==> src/rtl/prism_cfg_pkg.sv <==
// Shared types for the PRISM config sequencer: state encoding and queue entry.
package prism_cfg_pkg;

    localparam int ADDR_W = 6;
    localparam int DATA_W = 32;

    // Sequencer states, kept as plain constants so the encoding is stable in netlists.
    typedef logic [2:0] state_t;
    localparam state_t S_IDLE      = 3'd0;
    localparam state_t S_HALT_REQ  = 3'd1;
    localparam state_t S_WAIT_HALT = 3'd2;
    localparam state_t S_LOAD      = 3'd3;
    localparam state_t S_RELEASE   = 3'd4;

    // One queued debug write.
    typedef struct packed {
        logic [ADDR_W-1:0] addr;
        logic [DATA_W-1:0] data;
    } entry_t;

endpackage

==> src/rtl/prism_cfg_if.sv <==
// Host-side and PRISM-side signal bundle of the config sequencer.
interface prism_cfg_if;
    import prism_cfg_pkg::*;

    logic              host_wr;
    logic [ADDR_W-1:0] host_addr;
    logic [DATA_W-1:0] host_wdata;
    logic              q_push;
    logic [ADDR_W-1:0] q_addr;
    logic [DATA_W-1:0] q_data;
    logic              q_full;
    logic [3:0]        q_level;
    logic              start;
    logic              abort;
    logic              irq_clr;
    logic              prism_halted;
    logic              dbg_wr;
    logic [ADDR_W-1:0] dbg_addr;
    logic [DATA_W-1:0] dbg_wdata;
    logic              dbg_reset;
    logic              fsm_enable;
    logic              busy;
    logic              done;
    logic              err;
    logic              irq;

    // Host / register-decode side.
    modport master (
        output host_wr, host_addr, host_wdata, q_push, q_addr, q_data,
               start, abort, irq_clr, prism_halted,
        input  q_full, q_level, dbg_wr, dbg_addr, dbg_wdata,
               dbg_reset, fsm_enable, busy, done, err, irq
    );

    // Sequencer side.
    modport slave (
        input  host_wr, host_addr, host_wdata, q_push, q_addr, q_data,
               start, abort, irq_clr, prism_halted,
        output q_full, q_level, dbg_wr, dbg_addr, dbg_wdata,
               dbg_reset, fsm_enable, busy, done, err, irq
    );
endinterface

==> src/rtl/prism_cfg_fifo.sv <==
// DEPTH-entry synchronous FIFO; head entry is visible every cycle so a pop can
// drive the debug port in the same cycle it is taken.
module prism_cfg_fifo
    import prism_cfg_pkg::*;
#(
    parameter int DEPTH = 8,
    localparam int PW = $clog2(DEPTH),
    localparam int LW = PW + 1
) (
    input  logic          clk,
    input  logic          rst_n,
    input  logic          flush,
    input  logic          push,
    input  logic          pop,
    input  entry_t        wentry,
    output entry_t        head,
    output logic          full,
    output logic          empty,
    output logic [LW-1:0] level
);

    entry_t          mem [DEPTH];
    logic [PW-1:0]   wr_ptr_reg;
    logic [PW-1:0]   rd_ptr_reg;
    logic [LW-1:0]   level_reg;

    // Storage array carries no reset; contents are only meaningful below level.
    always_ff @(posedge clk) begin
        if (push && !flush) begin
            mem[wr_ptr_reg] <= wentry;
        end
    end

    // Pointers wrap naturally since DEPTH is a power of two; flush empties at once.
    always_ff @(posedge clk or negedge rst_n) begin
        if (!rst_n) begin
            wr_ptr_reg <= '0;
            rd_ptr_reg <= '0;
            level_reg  <= '0;
        end else if (flush) begin
            wr_ptr_reg <= '0;
            rd_ptr_reg <= '0;
            level_reg  <= '0;
        end else begin
            if (push) wr_ptr_reg <= wr_ptr_reg + PW'(1);
            if (pop)  rd_ptr_reg <= rd_ptr_reg + PW'(1);
            unique case ({push, pop})
                2'b10:   level_reg <= level_reg + LW'(1);
                2'b01:   level_reg <= level_reg - LW'(1);
                default: level_reg <= level_reg;
            endcase
        end
    end

    assign head  = mem[rd_ptr_reg];
    assign full  = (level_reg == LW'(DEPTH));
    assign empty = (level_reg == '0);
    assign level = level_reg;

endmodule

==> src/rtl/prism_cfg_sequencer.sv <==
// PRISM debug-port sequencer: queues config words, halts PRISM, drains the
// queue onto the debug write port (host writes take priority) and re-enables.
module prism_cfg_sequencer
    import prism_cfg_pkg::*;
#(
    parameter int DEPTH   = 8,
    parameter int TIMEOUT = 255
) (
    input logic        clk,
    input logic        rst_n,
    prism_cfg_if.slave bus
);

    localparam int         LW        = $clog2(DEPTH) + 1;
    localparam logic [7:0] TIMEOUT_C = 8'(TIMEOUT);

    state_t          state_reg;
    logic [7:0]      ctr_reg;
    logic            dbg_reset_reg;
    logic            fsm_enable_reg;
    logic            done_reg;
    logic            err_reg;

    entry_t          push_entry;
    entry_t          head_entry;
    logic            fifo_full;
    logic            fifo_empty;
    logic [LW-1:0]   fifo_level;
    logic            pop_en;
    logic            push_en;
    logic            overflow;
    logic            timeout_hit;
    logic            set_done;

    prism_cfg_fifo #(.DEPTH(DEPTH)) u_fifo (
        .clk    (clk),
        .rst_n  (rst_n),
        .flush  (bus.abort),
        .push   (push_en),
        .pop    (pop_en),
        .wentry (push_entry),
        .head   (head_entry),
        .full   (fifo_full),
        .empty  (fifo_empty),
        .level  (fifo_level)
    );

    // Queue control: host write stalls the drain; abort drops any push silently.
    // A push into a full queue is still taken when the same cycle pops.
    always_comb begin
        push_entry.addr = bus.q_addr;
        push_entry.data = bus.q_data;
        pop_en      = (state_reg == S_LOAD) && !fifo_empty && !bus.host_wr && !bus.abort;
        push_en     = bus.q_push && !bus.abort && (!fifo_full || pop_en);
        overflow    = bus.q_push && !bus.abort && fifo_full && !pop_en;
        timeout_hit = (state_reg == S_WAIT_HALT) && !bus.prism_halted &&
                      (ctr_reg == TIMEOUT_C) && !bus.abort;
        set_done    = (state_reg == S_RELEASE) && !bus.abort;
    end

    // Debug port mux: host write goes straight through, otherwise the popped head.
    always_comb begin
        bus.dbg_wr    = bus.host_wr | pop_en;
        bus.dbg_addr  = bus.host_wr ? bus.host_addr  : head_entry.addr;
        bus.dbg_wdata = bus.host_wr ? bus.host_wdata : head_entry.data;
    end

    // Sequence FSM with registered PRISM controls; abort overrides every state.
    always_ff @(posedge clk or negedge rst_n) begin
        if (!rst_n) begin
            state_reg      <= S_IDLE;
            ctr_reg        <= '0;
            dbg_reset_reg  <= 1'b0;
            fsm_enable_reg <= 1'b0;
        end else if (bus.abort) begin
            state_reg      <= S_IDLE;
            ctr_reg        <= '0;
            dbg_reset_reg  <= 1'b0;
            fsm_enable_reg <= 1'b0;
        end else begin
            case (state_reg)
                S_IDLE: begin
                    if (bus.start) state_reg <= S_HALT_REQ;
                end
                S_HALT_REQ: begin
                    dbg_reset_reg  <= 1'b1;
                    fsm_enable_reg <= 1'b0;
                    ctr_reg        <= '0;
                    state_reg      <= S_WAIT_HALT;
                end
                S_WAIT_HALT: begin
                    if (bus.prism_halted) begin
                        state_reg <= S_LOAD;
                    end else if (ctr_reg == TIMEOUT_C) begin
                        dbg_reset_reg <= 1'b0;
                        state_reg     <= S_IDLE;
                    end else begin
                        ctr_reg <= ctr_reg + 8'd1;
                    end
                end
                S_LOAD: begin
                    if (fifo_empty) state_reg <= S_RELEASE;
                end
                S_RELEASE: begin
                    dbg_reset_reg  <= 1'b0;
                    fsm_enable_reg <= 1'b1;
                    state_reg      <= S_IDLE;
                end
                default: state_reg <= S_IDLE;
            endcase
        end
    end

    // Sticky status flags; a set in the same cycle as irq_clr takes precedence.
    always_ff @(posedge clk or negedge rst_n) begin
        if (!rst_n) begin
            done_reg <= 1'b0;
            err_reg  <= 1'b0;
        end else begin
            if (set_done)         done_reg <= 1'b1;
            else if (bus.irq_clr) done_reg <= 1'b0;
            if (overflow || timeout_hit) err_reg <= 1'b1;
            else if (bus.irq_clr)        err_reg <= 1'b0;
        end
    end

    assign bus.q_full     = fifo_full;
    assign bus.q_level    = 4'(fifo_level);
    assign bus.dbg_reset  = dbg_reset_reg;
    assign bus.fsm_enable = fsm_enable_reg;
    assign bus.busy       = (state_reg != S_IDLE);
    assign bus.done       = done_reg;
    assign bus.err        = err_reg;
    assign bus.irq        = done_reg | err_reg;

endmodule
==> src/flat_wrapper.sv <==
// flat-port wrapper written by rule: the top's interface ports become plain ports
module prism_cfg_sequencer_flat import prism_cfg_pkg::*;
#(
    parameter int DEPTH   = 8,
    parameter int TIMEOUT = 255
)
  (clk, rst_n, bus_host_wr, bus_host_addr, bus_host_wdata, bus_q_push, bus_q_addr, bus_q_data, bus_start, bus_abort, bus_irq_clr, bus_prism_halted, bus_q_full, bus_q_level, bus_dbg_wr, bus_dbg_addr, bus_dbg_wdata, bus_dbg_reset, bus_fsm_enable, bus_busy, bus_done, bus_err, bus_irq);
  prism_cfg_if bus_i ();
  input logic clk;
  input logic rst_n;
  input wire logic [$bits(bus_i.host_wr)-1:0] bus_host_wr;
  input wire logic [$bits(bus_i.host_addr)-1:0] bus_host_addr;
  input wire logic [$bits(bus_i.host_wdata)-1:0] bus_host_wdata;
  input wire logic [$bits(bus_i.q_push)-1:0] bus_q_push;
  input wire logic [$bits(bus_i.q_addr)-1:0] bus_q_addr;
  input wire logic [$bits(bus_i.q_data)-1:0] bus_q_data;
  input wire logic [$bits(bus_i.start)-1:0] bus_start;
  input wire logic [$bits(bus_i.abort)-1:0] bus_abort;
  input wire logic [$bits(bus_i.irq_clr)-1:0] bus_irq_clr;
  input wire logic [$bits(bus_i.prism_halted)-1:0] bus_prism_halted;
  output wire logic [$bits(bus_i.q_full)-1:0] bus_q_full;
  output wire logic [$bits(bus_i.q_level)-1:0] bus_q_level;
  output wire logic [$bits(bus_i.dbg_wr)-1:0] bus_dbg_wr;
  output wire logic [$bits(bus_i.dbg_addr)-1:0] bus_dbg_addr;
  output wire logic [$bits(bus_i.dbg_wdata)-1:0] bus_dbg_wdata;
  output wire logic [$bits(bus_i.dbg_reset)-1:0] bus_dbg_reset;
  output wire logic [$bits(bus_i.fsm_enable)-1:0] bus_fsm_enable;
  output wire logic [$bits(bus_i.busy)-1:0] bus_busy;
  output wire logic [$bits(bus_i.done)-1:0] bus_done;
  output wire logic [$bits(bus_i.err)-1:0] bus_err;
  output wire logic [$bits(bus_i.irq)-1:0] bus_irq;
  assign bus_i.host_wr = bus_host_wr;
  assign bus_i.host_addr = bus_host_addr;
  assign bus_i.host_wdata = bus_host_wdata;
  assign bus_i.q_push = bus_q_push;
  assign bus_i.q_addr = bus_q_addr;
  assign bus_i.q_data = bus_q_data;
  assign bus_i.start = bus_start;
  assign bus_i.abort = bus_abort;
  assign bus_i.irq_clr = bus_irq_clr;
  assign bus_i.prism_halted = bus_prism_halted;
  assign bus_q_full = bus_i.q_full;
  assign bus_q_level = bus_i.q_level;
  assign bus_dbg_wr = bus_i.dbg_wr;
  assign bus_dbg_addr = bus_i.dbg_addr;
  assign bus_dbg_wdata = bus_i.dbg_wdata;
  assign bus_dbg_reset = bus_i.dbg_reset;
  assign bus_fsm_enable = bus_i.fsm_enable;
  assign bus_busy = bus_i.busy;
  assign bus_done = bus_i.done;
  assign bus_err = bus_i.err;
  assign bus_irq = bus_i.irq;
  prism_cfg_sequencer #(.DEPTH(DEPTH), .TIMEOUT(TIMEOUT)) u_core (.clk(clk), .rst_n(rst_n), .bus(bus_i));
endmodule
==> config.mk <==
export PLATFORM = sky130hd
export DESIGN_NAME = prism_cfg_sequencer_flat
export DESIGN_NICKNAME = d
export VERILOG_FILES = /design/src/rtl/prism_cfg_pkg.sv /design/src/rtl/prism_cfg_if.sv /design/src/rtl/prism_cfg_fifo.sv /design/src/rtl/prism_cfg_sequencer.sv /design/src/flat_wrapper.sv
export SDC_FILE = /design/constraint.sdc
export NUM_CORES = 1
export LEC_CHECK = 0
export CORE_MARGIN = 5
export CORE_UTILIZATION = 26
export DETAILED_ROUTE_END_ITERATION = 10
export PLACE_DENSITY_LB_ADDON = 0.25
export SYNTH_ARGS = -nofsm -noshare
export SYNTH_HDL_FRONTEND = slang
export SYNTH_SLANG_ARGS = --single-unit
==> constraint.sdc <==
create_clock -name clk -period 11.1 [get_ports clk]
set_clock_uncertainty 0.15 [all_clocks]
set_input_delay 2.22 -clock clk [delete_from_list [all_inputs] [get_ports clk]]
set_output_delay 2.22 -clock clk [all_outputs]
set_load 0.01 [all_outputs]
---- After elaboration in Yosys (flattened, before gate mapping) ----
Memories as Yosys holds them, arrays and structs flattened.
Cells that the tools add are included.
storage, ports and cells
  register bits ........................... 25
  memory bits (writable) .................. 304
  bits of input ports ..................... 84
  word-level logic and storage cells ...... 94
  memories ................................ 1
cells by class
  add/subtract/negate cells ............... 5
  eq/ne operators ......................... 14
  mux-type cells .......................... 29
  bitwise operators ....................... 2
  reductions and logical operators ........ 34
memories
  memory             words  bits a word  rd ports  clocked after Yosys merged registers in  wr ports  line                  source
  u_core.u_fifo.mem  8      38           1         0                                        1         prism_cfg_fifo.sv:22  entry_t mem [DEPTH];
operators by type and width
  cell                                                                   count
  32-bit two-way mux                                                     1
  3-bit two-way mux                                                      9
  8-bit two-way mux                                                      3
  8-bit case mux with 2 select lines                                     1
  1-bit logical AND                                                      12
  3-bit inequality test, second input constant                           4
  3-bit case mux with 4 select lines                                     1
  3-bit nonzero test                                                     4
  1-bit two-way mux                                                      9
  3-bit AND reduction                                                    3
  8-bit by 1-bit adder with 8-bit output, second input constant          1
  8-bit equality test, second input constant                             1
  4-bit case mux with 2 select lines                                     1
  2-bit nonzero test                                                     4
  3-bit by 1-bit adder with 3-bit output, second input constant          2
  3-bit by 2-bit equality test with 1-bit output, second input constant  2
  1-bit zero test                                                        6
  6-bit two-way mux                                                      1
  4-bit by 1-bit adder with 4-bit output, second input constant          1
  4-bit equality test, second input constant                             1
  4-bit zero test                                                        1
  4-bit two-way mux                                                      1
  4-bit inequality test, second input constant                           1
  4-bit nonzero test                                                     1
  other kinds (11)                                                       13

---- Logic depth before layout (Yosys ltp) ----
  depth in word-level cells ............... 10
  depth in mapped cells ................... 8
  mapped depth without buffers ............ 8

---- Cells and area by module ----
Synthesis repeated with hierarchy kept, for this count alone.
unflattened totals
  cells, all modules ...................... 655
  area total of the unflattened synthesis .. 13589.3 µm²
modules (own cells, without submodules)
  module               instances  cells each  area each (µm²)  sequential area each (µm²)
  prism_cfg_fifo       1          517         12255.5          9379.0
  prism_cfg_sequencer  1          138         1333.8           375.4

---- Worst setup path before layout ----
OpenSTA, ideal clock, no wires.
  kind .................................... input to register
  start ................................... input bus_abort
  end ..................................... memory u_core.u_fifo.mem[0][0] in the netlist's numbering (enable)
  library setup time ...................... 481 ps
  arrival time ............................ 5700 ps
  slack ................................... 4769 ps
  stages .................................. 5
  cell sequence ........................... clkbuf_1 > nand2b_1 > a31oi_1 > nand2b_1 > nor3_1
between the ends
  cells in the longest elaborated chain, start to end .. 7
  elaborated cells between the ends (all ways) .. 8
  those cells by class .................... mux: 2; reduce/logical: 6
RTL lines
  element                                    line                                                                        source
  start: declaration                         flat_wrapper.sv:18                                                          input wire logic [$bits(bus_i.abort)-1:0] bus_abort;
  1-bit zero test *                          prism_cfg_fifo.sv:29, prism_cfg_sequencer.sv:53, prism_cfg_sequencer.sv:54
  1-bit logical AND                          prism_cfg_sequencer.sv:53                                                   pop_en = (state_reg == S_LOAD) && !fifo_empty && !bus.host_wr && !bus.abort;
  1-bit logical OR                           prism_cfg_sequencer.sv:54                                                   push_en = bus.q_push && !bus.abort && (!fifo_full || pop_en);
  1-bit logical AND                          prism_cfg_sequencer.sv:54
  1-bit logical AND *                        prism_cfg_fifo.sv:29                                                        if (push && !flush) begin
  1-bit two-way mux *                        prism_cfg_fifo.sv:29
  1-bit two-way mux (implied by the code) *  prism_cfg_fifo.sv:30                                                        mem[wr_ptr_reg] <= wentry;
  end: declaration                           prism_cfg_fifo.sv:22
Mark *: on every way between the ends. The rest lies on a longest branch, timed or not.

---- Final worst setup path ----
  start ................................... input bus_host_wr
  end ..................................... output bus_dbg_wr
between the ends
  cells in the longest elaborated chain, start to end .. 4
RTL lines
  element                          line                       source
  start: declaration               flat_wrapper.sv:11         input wire logic [$bits(bus_i.host_wr)-1:0] bus_host_wr;
  1-bit zero test                  prism_cfg_sequencer.sv:53
  1-bit logical AND (2 in series)  prism_cfg_sequencer.sv:53
  1-bit OR *                       prism_cfg_sequencer.sv:63  bus.dbg_wr = bus.host_wr | pop_en;
  end: declaration                 flat_wrapper.sv:23         output wire logic [$bits(bus_i.dbg_wr)-1:0] bus_dbg_wr;
Marked as above.

==> out/results.txt <==
Status -> completed
Inserted Clock Buffers -> 39
Routed wire per std cell -> 19.8 um
P per Cell Area -> 167 mW/mm^2
Clock network power share -> 44.1%
Post-route DRC -> 0
Mapped cell area -> 0.0133 mm^2
Full die area -> 0.0556 mm^2
Primary FF master, synth -> edfxtp_1
Critical path startpoint category -> primary input
Initial antenna violation count -> 3
CTS resizes -> 0
Most instantiated cells after synthesis -> edfxtp_1 (304), mux4_2 (76), nand2_1 (59)
Sw power -> 0.000597 W
Critical path arrival -> 3.89 ns
Die Ht -> 236 um
Switching Fraction -> 21.4%
#FFs+latches synth -> 329
Final instance area -> 0.0167 mm^2
Initial Util -> 26.4%
Syn Inst Count -> 699
Row count -> 82
Skew-Pair Late Insertion Delay -> 0.54 ns
Pin count of the biggest net entering global routing -> 80
Die X -> 236 um
CTS Root Cell -> clkbuf_16
Max reg flops -> 304
Post-synthesis net count -> 789
Leak -> 5.17 nW
Post-CTS setup buffers -> 0
Hold Vio Cnt, Final -> 0
Core box area -> 0.0503 mm^2
Final ANT Viol Nets -> 0
Proportion of layout cells with a drive suffix above 1 -> 19.3%
Routability cong. -> 0.713
Final Critical Period -> 6.26 ns
Peak VDD IR -> 0.0966 mV
Initial drt markers -> 332
Unrepaired setup endpoints after global routing -> no
Via Count -> 6832
Io pins -> 134
Crit path capture type -> output port
Measured slew at the worst slew-check pin -> 0.951 ns
Post-synthesis xor/xnor area fraction -> 0.198%
Highest clock rate -> 160 MHz
Fillers -> 4873
Power share of the combinational group -> 6.0%
Placed Area -> 0.0154 mm^2
Reg power frac -> 49.9%
CP max FO -> 79
Hold buffers post-CTS -> 0
Setup_tns -> 0 ns
Portion of netlist area occupied by mux cells -> 16.3%
Final net count -> 940
Synth Area in Adders -> 0.623%
Clock sinks -> 329
Avg Cell Area, Syn -> 19.0 um^2
Via/cell ratio -> 4.40
DP Worst Slack -> 4.76 ns
Routed WL -> 30800 um
Area contributors post-synth -> edfxtp_1 (69%), mux4_2 (13%), dfrtp_1 (4.7%)
Port-buffer cells -> 133
Yosys top cell area share -> 68.8%
Crit path required time -> 8.73 ns
Max Root-Sink Buffers -> 3
Leading area contributor after synthesis -> edfxtp_1
Final core occ -> 33.2%
Max-slew violations -> 0
DP HPWL -> 16900 um
Vias in the first global route -> 7224
GR Overflow Total -> 0
CTS tree -> done
First-pass GRT wire length -> 46900 um
DRT Pass-1 Iters -> 4
Sequential element share of the synthesized area -> 73.6%
Async SR Flop Fraction -> 7.60%
Internal Power -> 0.00219 W
Yosys warns -> 0
Compound-gate portion of the synthesized area -> 3.54%
Synth-to-Final Area Change -> 25.7%
Synth Area in Simple Gates -> 4.35%
Fin worst setup slack -> 4.84 ns
Setup Viol. Count Final -> 0
Number of synthesized flops with an enable pin -> 304
H-Tree Level Count -> 2
Slew margin rel. -> 36.6%
Largest family of logic cells by synthesized area -> multiplexers
Most frequent cell after synthesis -> edfxtp_1
Clock-pin slew on the worst setup and hold paths -> 0.06 ns
Total track usage -> 11.0%
Crit Path Class -> in -> out
Fin crit share -> 56.4%
Synth unique cells -> 52
Hold Crit Class -> reg -> reg
Max-cap violations -> 0
through the flow:
stage	power (W)	hold slack (ns)	instances
after CTS	0.00284	0.358	1551
after detailed placement	0.00159	0.350	1481
after global routing	0.00291	0.388	1551
after floorplan	0.00149	0.322	699
after global placement	0.00159	0.348	1481
final	0.00279	0.355	1553
cells by family after synthesis:
family / Yosys count
buf+inv: 44
compound gates: 82
simple gates: 115
flops: 329
mux: 120
xor+xnor: 3
fa+ha+maj: 6
worst max-delay path: stages:
cell,delay (ns)
buf_4,0.32
and4bb_2,0.46
nand2_1,0.14
o21bai_1,0.17
clkdlybuf4s50_1,0.57
layer usage:
metal,part of all wire (%),track usage [%],vias up
met3,4.8,3.25,52
met2,47,17.1,151
met4,1.9,2.97,4
met1,46,15.3,3471
met5,0.11,0,-
li1,-,-,3154
power groups by stage:
stage	sequential (W)	combinational, W	clock (W)
final	0.00139	0.000167	0.00123
after global routing	0.00140	0.000183	0.00133
after CTS	0.00139	0.000171	0.00128
after detailed placement	0.00142	0.000171	0
after global placement	0.00142	0.000168	0
after floorplan	0.00142	0.0000679	0
cell usage in the layout (no fill, tap or decap), types with 6 or more instances in the layout:
master | netlist | routed
mux2i_1 | 41 | 41
nor2_4 | 0 | 6
clkdlybuf4s50_1 | 0 | 132
inv_1 | 8 | 8
o21ai_0 | 49 | 49
mux4_2 | 76 | 76
nand2_1 | 59 | 59
edfxtp_1 | 304 | 304
buf_4 | 4 | 14
clkbuf_16 | 0 | 40
nor2_1 | 18 | 12
dfrtp_1 | 25 | 22
nand3_1 | 6 | 6
a21oi_1 | 10 | 10
clkinv_1 | 0 | 7
clkinv_2 | 0 | 9
layout make-up:
type	instances	area (um^2)	area share, %
Inverter	8	30.0	0.180
Tap cell	672	841	5.04
Sequential cell	329	9770	58.6
Antenna cell	2	5.00	0.0300
Clock inverter	25	220	1.32
Multi-Input combinational cell	326	3370	20.2
Clock buffer	45	1020	6.12
Timing Repair Buffer	146	1430	8.55
path summary, 6_finish.rpt:
kind / startpoint / to / slack [ns] / cells past startpoint
worst max-delay path: bus_host_wr / bus_dbg_wr / 4.84 / 5
worst min register to register: u_core.ctr_reg[5]$_DFFE_PN0P_ / u_core.ctr_reg[5]$_DFFE_PN0P_ / 0.35 / 1
worst max register to register: u_core.state_reg[0]$_DFFE_PN0P_ / u_core.u_fifo.mem[4][2]$_DFFE_PP_ / 7.53 / 5
worst min-delay path: u_core.ctr_reg[5]$_DFFE_PN0P_ / u_core.ctr_reg[5]$_DFFE_PN0P_ / 0.35 / 1
max in group asynchronous: rst_n / u_core.u_fifo.rd_ptr_reg[2]$_DFFE_PN0P_ / 8.58 / 2
min in group asynchronous: rst_n / u_core.u_fifo.level[1]$_DFFE_PN0P_ / 1.91 / 2
Note: power is estimated with default switching activity, not from simulation.
